File: config.mk
export PLATFORM = sky130hd
export DESIGN_NAME = regfile_arbiter
export DESIGN_NICKNAME = d
export VERILOG_FILES = /design/src/rtl/regfile_arb_pkg.sv /design/src/rtl/regfile_tag_pipe.sv /design/src/rtl/regfile_arbiter.sv
export SDC_FILE = /design/constraint.sdc
export NUM_CORES = 1
export LEC_CHECK = 0
export ABC_CLOCK_PERIOD_IN_PS = 1400
export BUFFER_PORTS_ARGS = -buffer_cell sky130_fd_sc_hd__buf_2
export CAP_MARGIN = 0
export CORE_AREA = 2 2 117 119
export CTS_CLUSTER_SIZE = 14
export DETAILED_ROUTE_END_ITERATION = 12
export DIE_AREA = 0 0 119 121
export GPL_ROUTABILITY_DRIVEN = 1
export PLACE_DENSITY = 0.44
export SKIP_CTS_REPAIR_TIMING = 1
export SLEW_MARGIN = 0
export SYNTH_ARGS = -nofsm -noshare
export SYNTH_HDL_FRONTEND = slang
export SYNTH_SLANG_ARGS = --single-unit
File: constraint.sdc
create_clock -name clk -period 1.4 [get_ports clk]
set_input_delay 0.14 -clock clk [delete_from_list [all_inputs] [get_ports clk]]
set_output_delay 0.14 -clock clk [all_outputs]
set_load 0.01 [all_outputs]
File: src/rtl/regfile_arb_pkg.sv
// Shared types and widths for the register-file arbiter.
// Contents:
//   XLEN, REG_ADDR_W - data and register-address widths
//   rf_tag_t         - owner of a transaction in flight to the register file
//   rf_slot_tags_t   - one tag for the read slot and one for the write slot
package regfile_arb_pkg;

    localparam int XLEN       = 32;
    localparam int REG_ADDR_W = 5;

    typedef enum logic [1:0] {
        TAG_NONE   = 2'd0,
        TAG_CORE   = 2'd1,
        TAG_DBG_RD = 2'd2,
        TAG_DBG_WR = 2'd3
    } rf_tag_t;

    // A core read and a debug write can be accepted in the same cycle, so
    // each pipeline stage carries both slots. The read slot only ever holds
    // NONE/CORE/DBG_RD and the write slot only NONE/DBG_WR.
    typedef struct packed {
        rf_tag_t rd;
        rf_tag_t wr;
    } rf_slot_tags_t;

endpackage

File: src/rtl/regfile_tag_pipe.sv
// Two-stage tag shift register that tracks transactions in flight to the
// register file, matching its 2-cycle read latency.
// Ports:
//   clk    - clock
//   rst    - asynchronous active-high reset, clears both stages to NONE
//   tags_i - tags of the transactions accepted this cycle
//   tags_o - stage-1 tags, aligned with the register file read data
module regfile_tag_pipe
    import regfile_arb_pkg::*;
(
    input  logic          clk,
    input  logic          rst,
    input  rf_slot_tags_t tags_i,
    output rf_slot_tags_t tags_o
);

    rf_slot_tags_t s0_q;
    rf_slot_tags_t s1_q;

    always_ff @(posedge clk or posedge rst) begin
        if (rst) begin
            s0_q <= '{rd: TAG_NONE, wr: TAG_NONE};
            s1_q <= '{rd: TAG_NONE, wr: TAG_NONE};
        end else begin
            s0_q <= tags_i;
            s1_q <= s0_q;
        end
    end

    assign tags_o = s1_q;

endmodule

File: src/rtl/regfile_arbiter.sv
// Shares the register file between the core pipeline and the debug module:
// one read slot and one write slot per cycle. The core has priority on
// both; a pending debug read that has been denied STARVE_LIMIT consecutive
// cycles takes the read slot. Returning read data is routed to its owner
// using a 2-stage tag pipeline.
// Ports:
//   core_rd_valid/core_rs1/core_rs2/core_rd_ready      - core read request
//   core_rdata_valid/core_rs1v/core_rs2v               - core read result
//   core_wr_valid/core_wd_reg/core_wdv                 - core write (always taken)
//   dbg_req_valid/dbg_req_write/dbg_addr/dbg_wdata/dbg_req_ready - debug request
//   dbg_rsp_valid/dbg_rsp_data                         - debug response
//   rf_rs1/rf_rs2/rf_wd_reg/rf_wdv/rf_wren/rf_rs1v/rf_rs2v - register file side
module regfile_arbiter
    import regfile_arb_pkg::*;
#(
    parameter int STARVE_LIMIT = 4
) (
    input  logic                  clk,
    input  logic                  rst,
    input  logic                  core_rd_valid,
    input  logic [REG_ADDR_W-1:0] core_rs1,
    input  logic [REG_ADDR_W-1:0] core_rs2,
    output logic                  core_rd_ready,
    output logic                  core_rdata_valid,
    output logic [XLEN-1:0]       core_rs1v,
    output logic [XLEN-1:0]       core_rs2v,
    input  logic                  core_wr_valid,
    input  logic [REG_ADDR_W-1:0] core_wd_reg,
    input  logic [XLEN-1:0]       core_wdv,
    input  logic                  dbg_req_valid,
    input  logic                  dbg_req_write,
    input  logic [REG_ADDR_W-1:0] dbg_addr,
    input  logic [XLEN-1:0]       dbg_wdata,
    output logic                  dbg_req_ready,
    output logic                  dbg_rsp_valid,
    output logic [XLEN-1:0]       dbg_rsp_data,
    output logic [REG_ADDR_W-1:0] rf_rs1,
    output logic [REG_ADDR_W-1:0] rf_rs2,
    output logic [REG_ADDR_W-1:0] rf_wd_reg,
    output logic [XLEN-1:0]       rf_wdv,
    output logic                  rf_wren,
    input  logic [XLEN-1:0]       rf_rs1v,
    input  logic [XLEN-1:0]       rf_rs2v
);

    localparam logic [3:0] LIMIT = 4'(STARVE_LIMIT);

    logic [3:0]    starve_q;
    logic [3:0]    starve_d;
    logic          dbg_rd_pend;
    logic          dbg_wr_pend;
    logic          starve_hit;
    logic          dbg_rd_gnt;
    logic          core_rd_acc;
    logic          dbg_wr_acc;
    rf_slot_tags_t tags_in;
    rf_slot_tags_t tags_out;

    // Grant decisions
    always_comb begin
        dbg_rd_pend   = dbg_req_valid & ~dbg_req_write;
        dbg_wr_pend   = dbg_req_valid &  dbg_req_write;
        starve_hit    = (starve_q == LIMIT);
        dbg_rd_gnt    = dbg_rd_pend & (~core_rd_valid | starve_hit);
        core_rd_ready = ~(starve_hit & dbg_rd_pend);
        core_rd_acc   = core_rd_valid & core_rd_ready;
        dbg_wr_acc    = dbg_wr_pend & ~core_wr_valid;
        dbg_req_ready = dbg_req_write ? ~core_wr_valid
                                      : (~core_rd_valid | starve_hit);
    end

    // Read address mux; core addresses pass through even without a request
    always_comb begin
        rf_rs1 = core_rs1;
        rf_rs2 = core_rs2;
        if (dbg_rd_gnt) begin
            rf_rs1 = dbg_addr;
            rf_rs2 = '0;
        end
    end

    // Write slot; x0 writes are forwarded, the register file drops them
    always_comb begin
        rf_wren   = core_wr_valid | dbg_wr_acc;
        rf_wd_reg = core_wr_valid ? core_wd_reg : dbg_addr;
        rf_wdv    = core_wr_valid ? core_wdv    : dbg_wdata;
    end

    // Starvation counter
    always_comb begin
        starve_d = '0;
        if (dbg_rd_pend && !dbg_rd_gnt) begin
            starve_d = starve_hit ? starve_q : starve_q + 4'd1;
        end
    end

    always_ff @(posedge clk or posedge rst) begin
        if (rst) begin
            starve_q <= '0;
        end else begin
            starve_q <= starve_d;
        end
    end

    // Tags of the transactions accepted this cycle
    always_comb begin
        tags_in.rd = TAG_NONE;
        if (dbg_rd_gnt) begin
            tags_in.rd = TAG_DBG_RD;
        end else if (core_rd_acc) begin
            tags_in.rd = TAG_CORE;
        end
        tags_in.wr = dbg_wr_acc ? TAG_DBG_WR : TAG_NONE;
    end

    regfile_tag_pipe u_tag_pipe (
        .clk    (clk),
        .rst    (rst),
        .tags_i (tags_in),
        .tags_o (tags_out)
    );

    // Response routing; a debug read and a debug write can never share a
    // stage because debug issues one request per cycle.
    always_comb begin
        core_rdata_valid = (tags_out.rd == TAG_CORE);
        core_rs1v        = rf_rs1v;
        core_rs2v        = rf_rs2v;
        dbg_rsp_valid    = (tags_out.rd == TAG_DBG_RD) | (tags_out.wr == TAG_DBG_WR);
        dbg_rsp_data     = (tags_out.rd == TAG_DBG_RD) ? rf_rs1v : '0;
    end

endmodule
# Yosys cells after proc, flatten, opt, wreduce, memory -nomap -nowiden
# Cells that the tools add are included.
dict set report word_totals {
  in_bits 154
  output_inout_bits 148
  wordCells 37
  register_bits 12
}
dict set report op_classes {
  n_bitwise 13
  n_addsub 1
  mux 11
  n_eq_ne 5
  n_reduce_logical 2
}
# operator n
set ops {}
lappend ops {{two-way mux 32 bit} 2}
lappend ops {{two-way mux 5 bit} 3}
lappend ops {{two-way mux 4 bit} 2}
lappend ops {{AND 1 bit} 6}
lappend ops {{adder 4 x 1 -> 4 bit (second input constant)} 1}
lappend ops {{equality test 2 bit (second input constant)} 2}
lappend ops {{equality test 4 x 3 -> 1 bit (second input constant)} 1}
lappend ops {{two-way mux 2 bit} 2}
lappend ops {{inverter 1 bit} 4}
lappend ops {{OR 1 bit} 3}
lappend ops {{equality test 2 x 1 -> 1 bit (second input constant)} 1}
lappend ops {{two-way mux 1 bit} 2}
lappend ops {{!= test 2 bit (second input constant)} 1}
lappend ops {{logical AND 1 bit} 1}
lappend ops {{zero test 1 bit} 1}

# Longest topological paths before layout
# Gate-level depths: netlist of run 1.
dict set report depth {
  ltp_word 7
  depth_mapped 6
  depth_no_buf 5
}

# Hierarchy
# Synthesis of run 1 repeated with hierarchy kept, for this count alone.
dict set report unflattened {
  cells_unflattened 191
  hier_area_um2 1741.7
}
# mod seq_area_each_um2 cells_each area_each_um2 n_inst
set by_module_without_submodules {}
lappend by_module_without_submodules {regfile_arbiter 100.1 182 1537.7 1}
lappend by_module_without_submodules {regfile_tag_pipe 200.2 9 203.9 1}

# Least setup slack after synthesis of run 1
# OpenSTA, ideal clock, no wires.
dict set report synth_path {
  path_type {register -> output}
  startpoint {register starve_q[0]}
  endpoint {output rf_rs1[0]}
  arrival_time_ns 1.341
  n_path_buf 1
  setup_slack_ns -0.081
  t_required_ns 1.260
  path_stages_with_launch 7
  cell_sequence {dfrtp_1 -> inv_1 -> ha_1 -> nand3b_4 -> a21oi_2 -> buf_6 -> mux2_4}
}
dict set report synth_via {
  elab_chain_len 4
}
# item line_no
set synth_rtl {}
lappend synth_rtl {{start: declaration} regfile_arbiter.sv:48} ;# logic [3:0] starve_q;
lappend synth_rtl {{start signal: assignment} regfile_arbiter.sv:101} ;# starve_q <= starve_d;
lappend synth_rtl {{equality test 4 x 3 -> 1 bit} regfile_arbiter.sv:63} ;# starve_hit = (starve_q == LIMIT);
lappend synth_rtl {{OR 1 bit} regfile_arbiter.sv:64} ;# dbg_rd_gnt = dbg_rd_pend & (~core_rd_valid | starve_hit);
lappend synth_rtl {{AND 1 bit} regfile_arbiter.sv:64}
lappend synth_rtl {{via dbg_rd_gnt} regfile_arbiter.sv:53} ;# logic dbg_rd_gnt;
lappend synth_rtl {{two-way mux 5 bit} regfile_arbiter.sv:76} ;# if (dbg_rd_gnt) begin
lappend synth_rtl {{end: declaration} regfile_arbiter.sv:37} ;# output logic [REG_ADDR_W-1:0] rf_rs1,
# The timed path passes the listed nets, and every way through them passes these cells.

# Worst setup path after layout of run 1
dict set report layout_path {
  startpoint {register starve_q[1]}
  endpoint {output rf_rs1[0]}
}
dict set report layout_via {
  elab_chain_len 4
}
# item line_no
set layout_rtl {}
lappend layout_rtl {{equality test 4 x 3 -> 1 bit} regfile_arbiter.sv:63}
lappend layout_rtl {{OR 1 bit} regfile_arbiter.sv:64}
lappend layout_rtl {{AND 1 bit} regfile_arbiter.sv:64}
lappend layout_rtl {{two-way mux 5 bit} regfile_arbiter.sv:76}
# No other way between the ends.

==> results of run 1 <==
cell type report:
| type | count | area (sq um) | share of cell area |
|---|---|---|---|
| repair buffers | 256 | 1700 | 0.519 |
| clock buffers | 4 | 88.8 | 0.0271 |
| multi-input cells | 103 | 1000 | 0.306 |
| inverters | 4 | 15.0 | 0.00457 |
| flip-flops and latches | 10 | 250 | 0.0762 |
| well taps | 176 | 220 | 0.0671 |
cell usage in the layout, fill, tap and decap left out, drive strengths merged:
| cell type | n |
|---|---|
| buf | 252 |
| mux2 | 42 |
| and2 | 33 |
| dfrtp | 10 |
| clkbuf | 7 |
| nor2 | 5 |
| and2b | 5 |
| inv | 4 |
| nand2 | 3 |
| nand2b | 2 |
| or2 | 2 |
| nor2b | 2 |
| ha | 2 |
| nand3b | 1 |
| nand4b | 1 |
| xnor2 | 1 |
| a21oi | 1 |
| o21a | 1 |
| nand3 | 1 |
| xor2 | 1 |
| dlygate4sd3 | 1 |
sequential cells by signal, summed over array words and instances, names as in the netlist:
| register | cells |
|---|---|
| starve_q | 4 |
| u_tag_pipe.s0_q | 3 |
| u_tag_pipe.tags_o | 3 |
worst min-delay path by stage:
stage / cells after the start / slack (ns) / start / end
2_1_floorplan: 1 / -0.02 / rst / starve_q[0]
3_3_place_gp: 2 / 0.14 / rst / u_tag_pipe.tags_o[0]
3_5_place_dp: 2 / 0.14 / rst / u_tag_pipe.s0_q[3]
4_1_cts: 2 / -0.11 / rst / u_tag_pipe.s0_q[0]
5_1_grt: 2 / 0.19 / core_rd_valid / u_tag_pipe.s0_q[2]
6_report: 3 / 0.17 / dbg_req_valid / u_tag_pipe.s0_q[0]
worst reg2reg max path: stages (launching register included):
cell,delay [ns]
sky130_fd_sc_hd__dfrtp_1,0.37
sky130_fd_sc_hd__inv_1,0.06
sky130_fd_sc_hd__ha_2,0.19
sky130_fd_sc_hd__nand3b_4,0.09
sky130_fd_sc_hd__buf_4,0.14
sky130_fd_sc_hd__buf_4,0.13
sky130_fd_sc_hd__or2_4,0.22
sky130_fd_sc_hd__and2_1,0.15
stage by stage:
stage	instances	hold WS, ns
after floorplan	189	-0.0198
after global placement	538	0.139
after detailed placement	538	0.140
after CTS	542	-0.112
after global routing	553	0.192
final	553	0.172
where the power goes:
group          internal (W)  switching [W]
Clock              0.000431       0.000146
Sequential         0.000299     0.00000447
Combinational      0.000436       0.000330
kinds of logic (layout without fill, tap and decap cells):
logic type                 after synthesis  in the layout  synth area share
buffers and inverters                   76            264             0.319
DFF                                     10             10             0.148
AOI/OAI and AO/OA                        2              2           0.00965
xor gates and xnor gates                 2              2            0.0104
adders and majority gates                2              2            0.0148
and+or+nand+nor                         55             55             0.208
muxes                                   42             42             0.289
per-layer routing:
layer | vias to the layer above | share of wire | routed length [um] | track usage
met5 | - | 0 | 0 | 0
met3 | 9 | 0.11 | 853 | 0.0296
met1 | 871 | 0.34 | 2520 | 0.0809
met4 | 0 | 0.016 | 118 | 0.0223
li1 | 921 | - | - | -
met2 | 195 | 0.53 | 3940 | 0.142
==> results.yml, run 1 <==
clock_network:
  clk_latency_ns: 0.24
  cts-root-to-sink-buffers: 2
  clock_tree_from_tritoncts: "yes"
  tritoncts.num_buffers: 3
  cts.htree.levels: 1
  clk_root_buffer_cell: "sky130_fd_sc_hd__clkbuf_16"
  clock-sinks: 10
  cts.reportedPaths.clkPinSlew_ns: 0.04
route:
  drt_drc_violations_left: 0
  antenna_violating_nets_post_route: 0
  drt_pass1_iterations: 2
  vias_per_cell: 3.61
  routed_wirelength_mm: 7.43
  dr.first_iter.drc_count: 20
  routed_wire_length_per_instance_um: 13.4
  route.vias.total: 1996
sta:
  finalSetupTns_ns: -8.01
  finalHoldViolCount: 0
  tightest_slew_ns: 0.401
  finalClockSkew_ns: 0.000765
  achievable-frequency_ghz: 0.534
  max-slew-margin-rel: 0.732
  final_max_slew_viol_count: 0
  final.min_clock_period_ns: 1.87
  post-route-worst-setup-slack_ns: -0.473
  period_share: 1.34
  rsz0062_at_grt: "true"
  timing.final.setup_violations: 46
global_route:
  antenna_found_initial: 0
  wire_length_of_the_first_global_routing_pass_mm: 8.53
  grt_overflow: 0
  grt_use_total: 0.0768
  first_global_vias: 1731
  grt_max_degree: 41
setup_path:
  worst-setup-path-type: "reg -> out"
  crit_fanout: 6
  r2r-end: "u_tag_pipe.s0_q[2]"
  cp_num_buf_inv: 3
  crit_path_end: "rf_rs1[0]"
  crit_path_from: "starve_q[1]"
  worstReg2RegStart: "starve_q[1]"
  worstPathCellList: "inv_1 -> ha_2 -> nand3b_4 -> a21oi_4 -> buf_12 -> mux2_4 -> buf_6"
  critPathArrivalTime_ns: 1.73
  required_ns: 1.26
  rr_worst_depth: 7
  cp_slowest_stage_delay_ns: 0.37
  regToRegSetupSlack_ns: -0.05
  timing.critical_path.depth: 7
  startpoint_type: "flip-flop"
  crit_slowest_cell: "sky130_fd_sc_hd__dfrtp_1"
  critical_path.endpoint_type: "primary output"
  cp_top_family: "flip-flops"
final_layout:
  design_area_sq_um: 3280
  layout.core_utilization: 0.251
  area_delta_synth_final_pct: 94.6
  n_antenna_cell: 0
  layout.filler_cells: 1399
  number_of_nets_at_the_end_of_the_flow: 534
  post_route_cells_drive_above_1_share: 0.912
synth:
  yosysTopAreaCellShare: 0.285
  synth.net_count: 345
  synthCells: 189
  ys_types: 23
  mean_instance_size_in_the_synthesized_netlist_sq_um: 8.92
  yosys.cell_count.top_type: "sky130_fd_sc_hd__buf_4"
  asyncSetResetFlopFracSynth: 1.00
  synth_flop_cell: "sky130_fd_sc_hd__dfrtp_1"
  synth-edff-count: 0
  yosys_warnings: 0
  synth.yosys.seq_area_share: 0.148
  ys_seq_elements: 10
  yosys-top-cells-area: "sky130_fd_sc_hd__buf_4 28%, sky130_fd_sc_hd__mux2_2 25%, sky130_fd_sc_hd__dfrtp_1 15%"
  netlist_area_sq_um: 1690
  ys_top_cells_by_count: "64 x sky130_fd_sc_hd__buf_4, 38 x sky130_fd_sc_hd__mux2_2, 33 x sky130_fd_sc_hd__and2_1"
  netlist.top_cell.by_area: "sky130_fd_sc_hd__buf_4"
place:
  dp.final_hpwl_mm: 5.46
  placement.setup.worst_slack_ns: -0.206
  detailed_place.area_sq_um: 2680
  portBuffers: 237
  routabilityCongestion: 0.662
run:
  timing.max_cap.violations: 0
run_status:
  status: "finished, violations left"
  failed_checks: "setup timing"
die:
  design.die.area_sq_um: 14400
  core.rowCount: 42
  core_region_area_sq_um: 13100
  floorplan.die.width_um: 119
  initial_utilization: 0.129
  io_pins: 302
  die-height_um: 121
power:
  vdd_ir_drop_max_mv: 0.327
  p_per_area_nw_per_um2: 502
  power_w: 0.00165
  power.static_leakage_nw: 1.75
worst_hold_path:
  worstHoldPathType: "in -> reg"
Power figures use the tool's default switching activity.
==> run 2, diff against run 1 <==
--- a/config.mk
+++ b/config.mk
@@ -5,15 +5,15 @@
 export SDC_FILE = /design/constraint.sdc
 export NUM_CORES = 1
 export LEC_CHECK = 0
-export ABC_CLOCK_PERIOD_IN_PS = 1400
+export ABC_CLOCK_PERIOD_IN_PS = 2200
 export BUFFER_PORTS_ARGS = -buffer_cell sky130_fd_sc_hd__buf_2
 export CAP_MARGIN = 0
-export CORE_AREA = 2 2 117 119
+export CORE_AREA = 4 4 114 116
 export CTS_CLUSTER_SIZE = 14
 export DETAILED_ROUTE_END_ITERATION = 12
-export DIE_AREA = 0 0 119 121
+export DIE_AREA = 0 0 118 120
 export GPL_ROUTABILITY_DRIVEN = 1
-export PLACE_DENSITY = 0.44
+export PLACE_DENSITY = 0.45
 export SKIP_CTS_REPAIR_TIMING = 1
 export SLEW_MARGIN = 0
 export SYNTH_ARGS = -nofsm -noshare
==> constraint.sdc (replaced) <==
create_clock -name clk -period 2.2 [get_ports clk]
set_input_delay 0.22 -clock clk [delete_from_list [all_inputs] [get_ports clk]]
set_output_delay 0.22 -clock clk [all_outputs]
set_load 0.01 [all_outputs]
==> results.yml, run 2 (synthesized netlist as in run 1, its figures left out) <==
setup_path:
  critical_path.endpoint_type: "primary output"
  critPathArrivalTime_ns: 1.81
  startpoint_type: "flip-flop"
  required_ns: 1.98
  worst-setup-path-type: "reg -> out"
  crit_fanout: 11
sta:
  rsz0062_at_grt: "false"
  hold_ws_ns: 0.262
  finalSetupTns_ns: 0
  tightest_slew_ns: 0.475
  final_max_slew_viol_count: 0
  achievable-frequency_ghz: 0.493
  finalHoldViolCount: 0
  period_share: 0.922
  final.min_clock_period_ns: 2.03
  finalClockSkew_ns: 0.000440
  timing.final.setup_violations: 0
  max-slew-margin-rel: 0.683
die:
  design.die.area_sq_um: 14200
  initial_utilization: 0.142
  die-height_um: 120
  core.rowCount: 40
  io_pins: 302
  core_region_area_sq_um: 11900
  floorplan.die.width_um: 118
final_layout:
  layout_commonest_cell: "sky130_fd_sc_hd__buf_2"
  mostFrequentLayoutCells: "237 x sky130_fd_sc_hd__buf_2, 38 x sky130_fd_sc_hd__mux2_2, 33 x sky130_fd_sc_hd__and2_1"
  largest_register_ffs: 4
  layout.filler_cells: 1316
  post_route_cells_drive_above_1_share: 0.815
  max_flop_register: "starve_q"
  area_delta_synth_final_pct: 57.4
  number_of_nets_at_the_end_of_the_flow: 519
  n_antenna_cell: 0
clock_network:
  cts.reportedPaths.clkPinSlew_ns: 0.04
  clock-sinks: 10
  cts.htree.levels: 1
  tritoncts.num_buffers: 3
  clock_tree_from_tritoncts: "yes"
  clk_latency_ns: 0.23
  clk_root_buffer_cell: "sky130_fd_sc_hd__clkbuf_16"
  cts-root-to-sink-buffers: 2
global_route:
  first_global_vias: 1829
  grt_overflow: 0
  grt_max_degree: 41
  antenna_found_initial: 0
  wire_length_of_the_first_global_routing_pass_mm: 8.86
  grt_use_total: 0.0757
power:
  power.static_leakage_nw: 1.55
  p_per_area_nw_per_um2: 360
  vdd_ir_drop_max_mv: 0.252
route:
  met2RoutedLength_mm: 2.94
  antenna_violating_nets_post_route: 0
  route.vias.total: 1860
  met1Wirelength_mm: 2.24
  routed-wl-met3_um: 891
  highest_layer: "met4"
  drt_drc_violations_left: 0
  dr.first_iter.drc_count: 20
  drt_pass1_iterations: 3
  routed_wire_length_per_instance_um: 12.0
  routed_wirelength_mm: 6.13
  vias_per_cell: 3.65
place:
  routabilityCongestion: 0.716
  dp.final_hpwl_mm: 5.57
  portBuffers: 237
run:
  timing.max_cap.violations: 0
run_status:
  status: "completed"
worst_hold_path:
  worstHoldPathType: "in -> reg"
run 2: cell types whose count changed in the layout (fill, tap and decap cells not counted), moves of 3 or more:
cell / previous run / this run
sky130_fd_sc_hd__and2_4: 32 / 0
sky130_fd_sc_hd__clkbuf_16: 6 / 3
sky130_fd_sc_hd__buf_2: 193 / 237
sky130_fd_sc_hd__and2_1: 1 / 33
sky130_fd_sc_hd__buf_4: 9 / 3
sky130_fd_sc_hd__buf_6: 47 / 0
run 2: layout make-up:
type / instances / area (sq um) / share of cell area
clock buffers: 4 / 88.8 / 0.0335
inverters: 4 / 15.0 / 0.00566
multi-input cells: 103 / 898 / 0.338
flip-flops and latches: 10 / 250 / 0.0943
well taps: 147 / 184 / 0.0693
repair buffers: 241 / 1220 / 0.459
run 2: worst paths after layout:
path                       slack, ns               start              endpoint  depth (start not counted)
setup / recovery                0.17         starve_q[0]             rf_rs1[4]                          7
hold / removal                  0.26       core_rd_valid    u_tag_pipe.s0_q[2]                          2
setup reg to reg                0.90         starve_q[0]    u_tag_pipe.s0_q[2]                          5
hold reg to reg                 0.35  u_tag_pipe.s0_q[2]  u_tag_pipe.tags_o[2]                          0
max in group asynchronous       1.42                 rst           starve_q[0]                          3
min in group asynchronous       0.52                 rst  u_tag_pipe.tags_o[3]                          3
run 2: worst max-delay path: stages, from the launching register on:
cell and delay (ns):
sky130_fd_sc_hd__dfrtp_1 0.40, sky130_fd_sc_hd__inv_1 0.07, sky130_fd_sc_hd__ha_1 0.18, sky130_fd_sc_hd__nand3b_4 0.09, sky130_fd_sc_hd__a21oi_2 0.14, sky130_fd_sc_hd__buf_4 0.21
sky130_fd_sc_hd__mux2_2 0.34, sky130_fd_sc_hd__buf_2 0.14
run 2: through the flow:
stage | total power, W | util | setup slack [ns] | std cells | instance area [sq um]
after floorplan | 0.000476 | - | 0.639 | 189 | 1690
after global placement | 0.000609 | 0.215 | 0.406 | 504 | 2560
after detailed placement | 0.000611 | 0.215 | 0.379 | 504 | 2560
after CTS | 0.000973 | 0.222 | 0.124 | 508 | 2650
after global routing | 0.00102 | 0.223 | 0.0347 | 509 | 2660
final | 0.000955 | 0.223 | 0.172 | 509 | 2660
run 2: report_power, final:
part	total, W	switching, W	internal [W]	leakage, nW
Sequential	0.000193	0.00000218	0.000190	0.132
Combinational	0.000410	0.000186	0.000224	1.37
Clock	0.000353	0.0000799	0.000273	0.0442
Total	0.000955	0.000269	0.000687	1.55
run 2: per-layer routing:
layer / track usage / up-vias
met5: 0 / -
met4: 0.0147 / 0
met3: 0.0368 / 6
met2: 0.138 / 184
met1: 0.0794 / 778
li1: - / 892
==> run 3, diff against run 2 <==
--- a/config.mk
+++ b/config.mk
@@ -14,6 +14,7 @@
 export DIE_AREA = 0 0 118 120
 export GPL_ROUTABILITY_DRIVEN = 1
 export PLACE_DENSITY = 0.45
+export REMOVE_ABC_BUFFERS = 1
 export SKIP_CTS_REPAIR_TIMING = 1
 export SLEW_MARGIN = 0
 export SYNTH_ARGS = -nofsm -noshare
==> results.yml, run 3 (synthesized netlist as in run 1, its figures left out) <==
final_layout:
  post_route_cells_drive_above_1_share: 0.817
  n_antenna_cell: 0
  area_delta_synth_final_pct: 57.6
  layout_commonest_cell: "sky130_fd_sc_hd__buf_2"
  mostFrequentLayoutCells: "237 x sky130_fd_sc_hd__buf_2, 38 x sky130_fd_sc_hd__mux2_2, 33 x sky130_fd_sc_hd__and2_1"
  layout.core_utilization: 0.223
  finish.cell_count_without_fillers: 508
  largest_register_ffs: 4
  max_flop_register: "starve_q"
  number_of_nets_at_the_end_of_the_flow: 518
route:
  routed_wire_length_per_instance_um: 15.6
  drt_pass1_iterations: 3
  drt_drc_violations_left: 0
  routed_wirelength_mm: 7.95
  antenna_violating_nets_post_route: 0
  route.vias.total: 1901
  vias_per_cell: 3.74
  dr.first_iter.drc_count: 29
die:
  initial_utilization: 0.142
  floorplan.die.width_um: 118
  design.die.area_sq_um: 14200
  die-height_um: 120
  core_region_area_sq_um: 11900
  io_pins: 302
  core.rowCount: 40
clock_network:
  clock_tree_from_tritoncts: "yes"
  tritoncts.num_buffers: 3
  cts-root-to-sink-buffers: 2
  clock-sinks: 10
  cts.reportedPaths.clkPinSlew_ns: 0.04
  clk_root_buffer_cell: "sky130_fd_sc_hd__clkbuf_16"
  cts.htree.levels: 1
  clk_latency_ns: 0.23
sta:
  tightest_slew_ns: 0.420
  final.min_clock_period_ns: 2.04
  finalClockSkew_ns: 0.00403
  max-slew-margin-rel: 0.720
  finalHoldViolCount: 10
  hold_ws_ns: -0.0235
  rsz0062_at_grt: "false"
  finalSetupTns_ns: 0
  final_max_slew_viol_count: 0
  achievable-frequency_ghz: 0.491
  period_share: 0.926
  timing.final.setup_violations: 0
setup_path:
  crit_path_from: "starve_q[0]"
  cp_slowest_stage_delay_ns: 0.40
  startpoint_type: "flip-flop"
  crit_slowest_cell: "sky130_fd_sc_hd__dfrtp_1"
  worst-setup-path-type: "reg -> out"
  critical_path.endpoint_type: "primary output"
  worstPathCellList: "inv_1 -> ha_1 -> nand3b_4 -> a21oi_2 -> buf_4 -> mux2_2 -> buf_2"
  worstReg2RegStart: "starve_q[0]"
  crit_fanout: 11
  required_ns: 1.98
  critPathArrivalTime_ns: 1.82
power:
  vdd_ir_drop_max_mv: 0.312
  power.share.clock: 0.368
  p_switching_w: 0.000274
  share_comb_of_total_power: 0.432
  p_per_area_nw_per_um2: 362
  reg_power_frac: 0.200
  power.static_leakage_nw: 1.55
  sw_share: 0.284
  cell_internal_pwr_w: 0.000688
global_route:
  first_global_vias: 1968
  grt_use_total: 0.101
  grt_overflow: 0
  wire_length_of_the_first_global_routing_pass_mm: 11.2
  grt_max_degree: 34
  antenna_found_initial: 1
run_status:
  failed_checks: "hold timing"
  status: "finished, violations left"
place:
  placed_cells: 504
  portBuffers: 237
  dp.final_hpwl_mm: 7.22
  routabilityCongestion: 0.716
run:
  timing.max_cap.violations: 0
worst_hold_path:
  worstHoldPathType: "in -> async"
-- run 3: cell types whose count changed in the layout (fill, tap and decap cells not counted) --
cell                            before  now
sky130_fd_sc_hd__buf_4               3    2
sky130_fd_sc_hd__dlygate4sd3_1       1    0
sky130_fd_sc_hd__buf_12              0    1
-- run 3: per-stage QoR --
stage	power [W]	cell area [sq um]	hold WS, ns	setup slack, ns
after CTS	0.000983	2660	-0.00364	0.137
after global routing	0.00102	2660	0.0290	0.0496
after floorplan	0.000343	1160	0.0602	0.483
final	0.000962	2660	-0.0235	0.163
after global placement	0.000618	2570	0.234	0.418
after detailed placement	0.000620	2570	0.245	0.391
-- run 3: critical path: cells and delay by family (launching register included) --
| kind | cells | cell delay, ns |
|---|---|---|
| AO/OA/AOI/OAI | 1 | 0.13 |
| adder cells (fa/ha/maj) | 1 | 0.18 |
| buffers and inverters | 3 | 0.43 |
| flip-flops | 1 | 0.40 |
| multiplexers | 1 | 0.35 |
| AND/OR/NAND/NOR | 1 | 0.10 |
-- run 3: area by class of cell --
| class | count | area [sq um] |
|---|---|---|
| Multi-Input combinational cell | 103 | 898 |
| Clock buffer | 4 | 88.8 |
| Tap cell | 147 | 184 |
| Inverter | 4 | 15.0 |
| Fill cell | 1317 | 9250 |
| Timing Repair Buffer | 240 | 1220 |
| Sequential cell | 10 | 250 |
-- run 3: final timing paths --
| path | end | cells past startpoint | slack [ns] |
|---|---|---|---|
| min | starve_q[2] | 2 | -0.02 |
| max reg2reg | u_tag_pipe.s0_q[2] | 5 | 0.89 |
| min in group clk | u_tag_pipe.s0_q[2] | 2 | 0.26 |
| max in group asynchronous | u_tag_pipe.tags_o[3] | 2 | 1.93 |
| max | rf_rs1[4] | 7 | 0.16 |
| min reg2reg | u_tag_pipe.tags_o[2] | 0 | 0.34 |
-- run 3: power by group through the flow --
stage	Sequential (W)	Clock, W	Combinational [W]
4_1_cts	0.000193	0.000363	0.000427
2_1_floorplan	0.000195	0	0.000149
3_5_place_dp	0.000195	0	0.000425
6_report	0.000193	0.000353	0.000415
3_3_place_gp	0.000195	0	0.000422
5_1_grt	0.000193	0.000377	0.000454
-- run 3: metal layers --
layer  wire length (um)  global-route usage
met5                  0             0.00735
met4                 48              0.0132
met3               1250              0.0589
met2               3690               0.175
met1               2950               0.109
